$ cat src/rtl/uart_pkg.sv
// Shared UART transmitter definitions: parity encodings, FSM states and frame length.
package uart_pkg;

  localparam int PAR_NONE = 0;
  localparam int PAR_EVEN = 1;
  localparam int PAR_ODD  = 2;

  typedef enum logic [2:0] {
    ST_IDLE,
    ST_WAIT,
    ST_START,
    ST_DATA,
    ST_PARITY,
    ST_STOP
  } tx_state_t;

  // Bit periods per frame: start + data + optional parity + stop bits.
  function automatic int frame_len(input int data_bits, input int parity, input int stop_bits);
    return 1 + data_bits + ((parity != PAR_NONE) ? 1 : 0) + stop_bits;
  endfunction

endpackage

$ cat src/rtl/uart_tx.sv
// UART transmitter: frames a byte on tx one bit per clk_en tick.
// A one-deep pending slot lets a byte submitted mid-frame follow with no idle gap.
module uart_tx
  import uart_pkg::*;
#(
  parameter int DATA_BITS = 8,
  parameter int PARITY    = 0,
  parameter int STOP_BITS = 1
) (
  input  logic                 clk,
  input  logic                 rst_n,
  input  logic                 clk_en,
  input  logic                 tx_start,
  input  logic [DATA_BITS-1:0] tx_data,
  output logic                 tx,
  output logic                 busy
);

  tx_state_t            state;
  logic [DATA_BITS-1:0] shreg;
  logic [DATA_BITS-1:0] pend;
  logic                 pend_full;
  logic                 par_bit;
  logic [2:0]           bit_cnt;
  logic                 stop_cnt;
  logic                 frame_end;

  function automatic logic calc_par(input logic [DATA_BITS-1:0] d);
    return (^d) ^ (PARITY == PAR_ODD);
  endfunction

  assign frame_end = (state == ST_STOP) && clk_en && (stop_cnt == 1'(STOP_BITS - 1));

  always_ff @(posedge clk) begin
    if (!rst_n) begin
      state     <= ST_IDLE;
      tx        <= 1'b1;
      busy      <= 1'b0;
      shreg     <= '0;
      pend      <= '0;
      pend_full <= 1'b0;
      par_bit   <= 1'b0;
      bit_cnt   <= '0;
      stop_cnt  <= 1'b0;
    end else begin
      // On the frame-end tick a new request is taken directly by the FSM below.
      if (tx_start && (state != ST_IDLE) && !pend_full && !frame_end) begin
        pend      <= tx_data;
        pend_full <= 1'b1;
      end

      case (state)
        ST_IDLE: begin
          if (tx_start) begin
            shreg   <= tx_data;
            par_bit <= calc_par(tx_data);
            busy    <= 1'b1;
            state   <= ST_WAIT;
          end
        end

        ST_WAIT: begin
          if (clk_en) begin
            tx    <= 1'b0;
            state <= ST_START;
          end
        end

        ST_START: begin
          if (clk_en) begin
            tx      <= shreg[0];
            shreg   <= shreg >> 1;
            bit_cnt <= '0;
            state   <= ST_DATA;
          end
        end

        ST_DATA: begin
          if (clk_en) begin
            if (bit_cnt == 3'(DATA_BITS - 1)) begin
              if (PARITY != PAR_NONE) begin
                tx    <= par_bit;
                state <= ST_PARITY;
              end else begin
                tx       <= 1'b1;
                stop_cnt <= 1'b0;
                state    <= ST_STOP;
              end
            end else begin
              tx      <= shreg[0];
              shreg   <= shreg >> 1;
              bit_cnt <= bit_cnt + 3'd1;
            end
          end
        end

        ST_PARITY: begin
          if (clk_en) begin
            tx       <= 1'b1;
            stop_cnt <= 1'b0;
            state    <= ST_STOP;
          end
        end

        ST_STOP: begin
          if (frame_end) begin
            if (pend_full) begin
              shreg     <= pend;
              par_bit   <= calc_par(pend);
              pend_full <= 1'b0;
              tx        <= 1'b0;
              state     <= ST_START;
            end else if (tx_start) begin
              // Request on the closing tick: its start bit waits for the next tick.
              shreg   <= tx_data;
              par_bit <= calc_par(tx_data);
              state   <= ST_WAIT;
            end else begin
              busy  <= 1'b0;
              state <= ST_IDLE;
            end
          end else if (clk_en) begin
            stop_cnt <= stop_cnt + 1'b1;
          end
        end

        default: state <= ST_IDLE;
      endcase
    end
  end

endmodule

$ cat config.mk
export PLATFORM = sky130hd
export DESIGN_NAME = uart_tx
export DESIGN_NICKNAME = d
export VERILOG_FILES = /design/src/rtl/uart_pkg.sv /design/src/rtl/uart_tx.sv
export SDC_FILE = /design/constraint.sdc
export NUM_CORES = 1
export LEC_CHECK = 0
export CELL_PAD_IN_SITES_DETAIL_PLACEMENT = 1
export CELL_PAD_IN_SITES_GLOBAL_PLACEMENT = 1
export CORE_MARGIN = 2
export CORE_UTILIZATION = 39
export DETAILED_ROUTE_END_ITERATION = 7
export PLACE_DENSITY_LB_ADDON = 0.1
export REMOVE_ABC_BUFFERS = 1
export SLEW_MARGIN = 30
export SYNTH_ARGS = -nofsm -noshare
export SYNTH_HDL_FRONTEND = slang
export SYNTH_SLANG_ARGS = --single-unit
$ cat constraint.sdc
create_clock -name clk -period 1.8 [get_ports clk]
set_input_delay 0.36 -clock clk [delete_from_list [all_inputs] [get_ports clk]]
set_output_delay 0.36 -clock clk [all_outputs]
set_load 0.005 [all_outputs]
==> results by group <==
Cells and area
  – Nets: 200
  – Count of inserted antenna diode cells: 0
  – Number of fillers in the final layout: 442
  – Fraction of final layout cells sized beyond drive strength 1: 18.4%
  – Layout Utilization: 49.8%
  – Layout area overhead: 20.9%

Placed design
  – GP Congestion: 0.821
  – Sum of net half-perimeters after detailed placement: 2.86 mm
  – Number of buffers added on ports: 13
  – Pre-CTS setup slack: -53.0 ps

Timing
  – Least-Margin Pin Slew: 476 ps
  – RSZ-0062 raised after global routing: no
  – Total of endpoints with negative setup slack in the final report: 0
  – Final WS setup: 106 ps
  – Total negative slack: 0 ps
  – Count of final max-slew check failures: 0
  – Final clock skew: 4.02 ps
  – Worst slack on hold paths: 480 ps
  – Minimum clock period: 1690 ps
  – Slew HR: 68.2%
  – Number of hold violations in the final report: 0
  – Maximum frequency from static timing analysis: 590 MHz
  – Share of the clock period used by the worst path: 94.1%

Logic synthesis
  – Library cell occupying the most area in the post-synthesis netlist: dfxtp_1
  – Fraction of the yosys area taken by sequential cells: 33.8%
  – Yosys synthesis warning count: 0
  – Post-synth top flop: dfxtp_1
  – Instance count of the mapped netlist: 163
  – Netlist Area Pre-Place: 0.00154 mm²
  – Share of the synthesized area in the top cell type: 33.8%
  – Fraction of registers with async set/reset: 0%
  – Top cells by area, synth: dfxtp_1 34%, mux2i_1 11%, o211a_1 4.5%, nor2b_1 4.5%, buf_6 4.4%
  – Number of library cell types mapped by synthesis: 43
  – Avg Synthesized Cell Area: 9.46 µm²
  – Synthesized flop and latch total: 26
  – Count of flip-flops with a built-in enable after synthesis: 0

Drt
  – Residual DRC: 0
  – Drt first pass iters: 4
  – Detailed-route via count: 1327
  – Total Wirelength: 3.84 mm
  – Remaining antenna violation count: 0
  – Vias/cell: 5.70
  – Violation count after the first detailed-route iteration: 64
  – Drt wl/cell: 16.5 µm

Worst setup path
  – Largest fanout on the critical path: 5
  – WP data required: 1970 ps
  – Worst reg-to-reg path cell count: 7
  – Crit path arrival time: 1870 ps
  – Critical path class: reg2reg
  – Maximum cell stage delay along the critical path: 370 ps
  – Critical path, cell by cell: ha_1, ha_1, nor2b_4, o211a_1, or2_1, buf_4, o211a_1
  – Reg2reg start: bit_cnt[0]
  – Cell with the biggest individual delay on the critical path: dfxtp_1
  – End of the worst register-to-register path: shreg[3]
  – Register-to-Register Setup Slack: 110 ps
  – Setup crit end kind: flip-flop
  – Nature of the critical path startpoint: flip-flop

Clocking
  – Deepest clock path buffer count: 2
  – TritonCTS Buffers: 3
  – Number of H-tree branching levels: 1
  – Clock slew seen by the registers of the worst setup and hold paths: 90 ps
  – CTS tree: done
  – Clock latency reported for the late side of the worst-skew pair: 270 ps
  – Clock root cell: clkbuf_8
  – Post-CTS setup buffer count: 0
  – Clock sink count: 26

Power and ir drop
  – Areal power density over the cells: 1170 mW/mm²
  – Overall Power: 2.18 mW
  – LEAKAGE: 0.803 nW
  – Largest vdd supply drop: 0.000484 V

Global route
  – GRT Total Usage: 19.7%
  – Global-route wire length before repair: 6.71 mm
  – Antenna violations before repair: 0
  – Largest net degree at the start of global routing: 19
  – Gr ovfl total: 0
  – Via count of the first global-routing pass: 1360

Status
  – Run status: finished, final reports clean

Die
  – Floorplan die height: 66.9 µm
  – Placeable core region: 0.00374 mm²
  – Die area: 0.00447 mm²
  – Number of top-level pins: 14
  – Effective utilization at floorplan: 41.2%
  – Rows: 22
  – Horizontal die dimension: 66.9 µm

Min path
  – Cell count of the worst hold path: 2
  – Hold crit path type: reg2reg
  – Worst min-delay path startpoint: busy
  – Capture endpoint of the worst hold path: busy

Job
  – Max-cap violation count: 0
-- power by group --
group / switching [mW] / internal [mW] / leakage, nW / total, mW
Sequential: 0.124 / 0.706 / 0.214 / 0.830
Clock: 0.189 / 0.196 / 0.0288 / 0.384
Combinational: 0.473 / 0.496 / 0.561 / 0.968
Total: 0.785 / 1.40 / 0.803 / 2.18
-- layout make-up --
class / instances / area, µm² / share of cell area (%)
Multi-Input combinational cell: 116 / 892 / 47.9
Sequential cell: 26 / 522 / 28.0
Timing Repair Buffer: 35 / 320 / 17.2
Tap cell: 48 / 60.1 / 3.22
Clock buffer: 4 / 55.1 / 2.95
Inverter: 4 / 15.0 / 0.805
-- cells by family (layout without fill, tap and decap cells) --
group	count (synthesis)	after routing	synth area share (%)
multiplexers	18	18	11.8
flip-flops	26	26	33.8
buffers and inverters	21	43	8.36
AO/OA/AOI/OAI	51	51	26.3
adder cells (fa/ha/maj)	2	2	1.62
AND/OR/NAND/NOR	45	45	18.2
-- worst max path at each step --
stage	from	endpoint	slack, ps	cells past startpoint
3_3_place_gp	clk_en	pend[2]	-10	6
3_5_place_dp	clk_en	bit_cnt[1]	-50	7
6_report	bit_cnt[0]	shreg[3]	110	7
2_1_floorplan	bit_cnt[0]	shreg[2]	90	6
5_1_grt	state[2]	pend[2]	2	5
4_1_cts	bit_cnt[0]	shreg[3]	100	7
-- metal layers --
| metal | vias to the layer above | share of wire [%] | track usage [%] |
|---|---|---|---|
| met5 | - | 0 | 0 |
| met4 | 0 | 0.62 | 5.10 |
| met3 | 2 | 2.1 | 2.70 |
| met2 | 12 | 48 | 33.6 |
| met1 | 657 | 50 | 26.0 |
| li1 | 656 | - | - |
-- cell usage in the layout (no fill, tap or decap), types with 2 or more instances in the layout --
| cell type | count |
|---|---|
| dfxtp_1 | 25 |
| o221ai_1 | 6 |
| buf_12 | 2 |
| nand4_1 | 4 |
| clkdlybuf4s50_1 | 13 |
| o211a_1 | 7 |
| a21oi_1 | 8 |
| a21boi_0 | 2 |
| o21ai_1 | 2 |
| o21ai_0 | 5 |
| inv_1 | 4 |
| buf_4 | 20 |
| clkbuf_8 | 4 |
| nand2b_1 | 3 |
| nor2b_1 | 11 |
| nand3_1 | 3 |
| nand2_1 | 7 |
| ha_1 | 2 |
| or3_1 | 2 |
| o31ai_1 | 3 |
| a22oi_1 | 7 |
| o221a_1 | 2 |
| mux2i_1 | 17 |
| or2_1 | 2 |
| nor2_1 | 4 |
-- flip-flops by register name (all words and copies together), names as in the netlist --
name	count
pend	8
shreg	8
bit_cnt	3
state	3
busy	1
pend_full	1
stop_cnt	1
tx	1
-- critical path: cells and delay by family, from the launching register on --
kind | cells | cell delay, ps
simple gates | 2 | 290
flops | 1 | 370
buf+inv | 1 | 160
compound gates | 2 | 410
fa+ha+maj | 2 | 360
-- cells in the mapped netlist (all sizes together) (2+ instances only) --
master,instances
o31ai,3
ha,2
nand4,4
o21ai,7
a21boi,2
or2,2
buf,10
nand2b,4
nor2b,12
nand3,3
nor2,4
o211a,7
a21oi,9
o221ai,6
nand2,7
dfxtp,26
clkbuf,7
or3,2
a22oi,7
o221a,3
mux2i,17
inv,4
-- through the flow --
stage | cell area (µm²) | instances
3_3_place_gp | 1810 | 229
6_report | 1860 | 233
3_5_place_dp | 1810 | 229
2_1_floorplan | 1430 | 146
5_1_grt | 1860 | 233
4_1_cts | 1860 | 233
-- timing repair --
action | CTS | global route
endpoints found under the hold margin | 0 | 0
endpoints found under the setup margin | 0 | 3
hold buffers | 0 | 0
resized for setup | 0 | 1
Power figures use the tool's default switching activity.
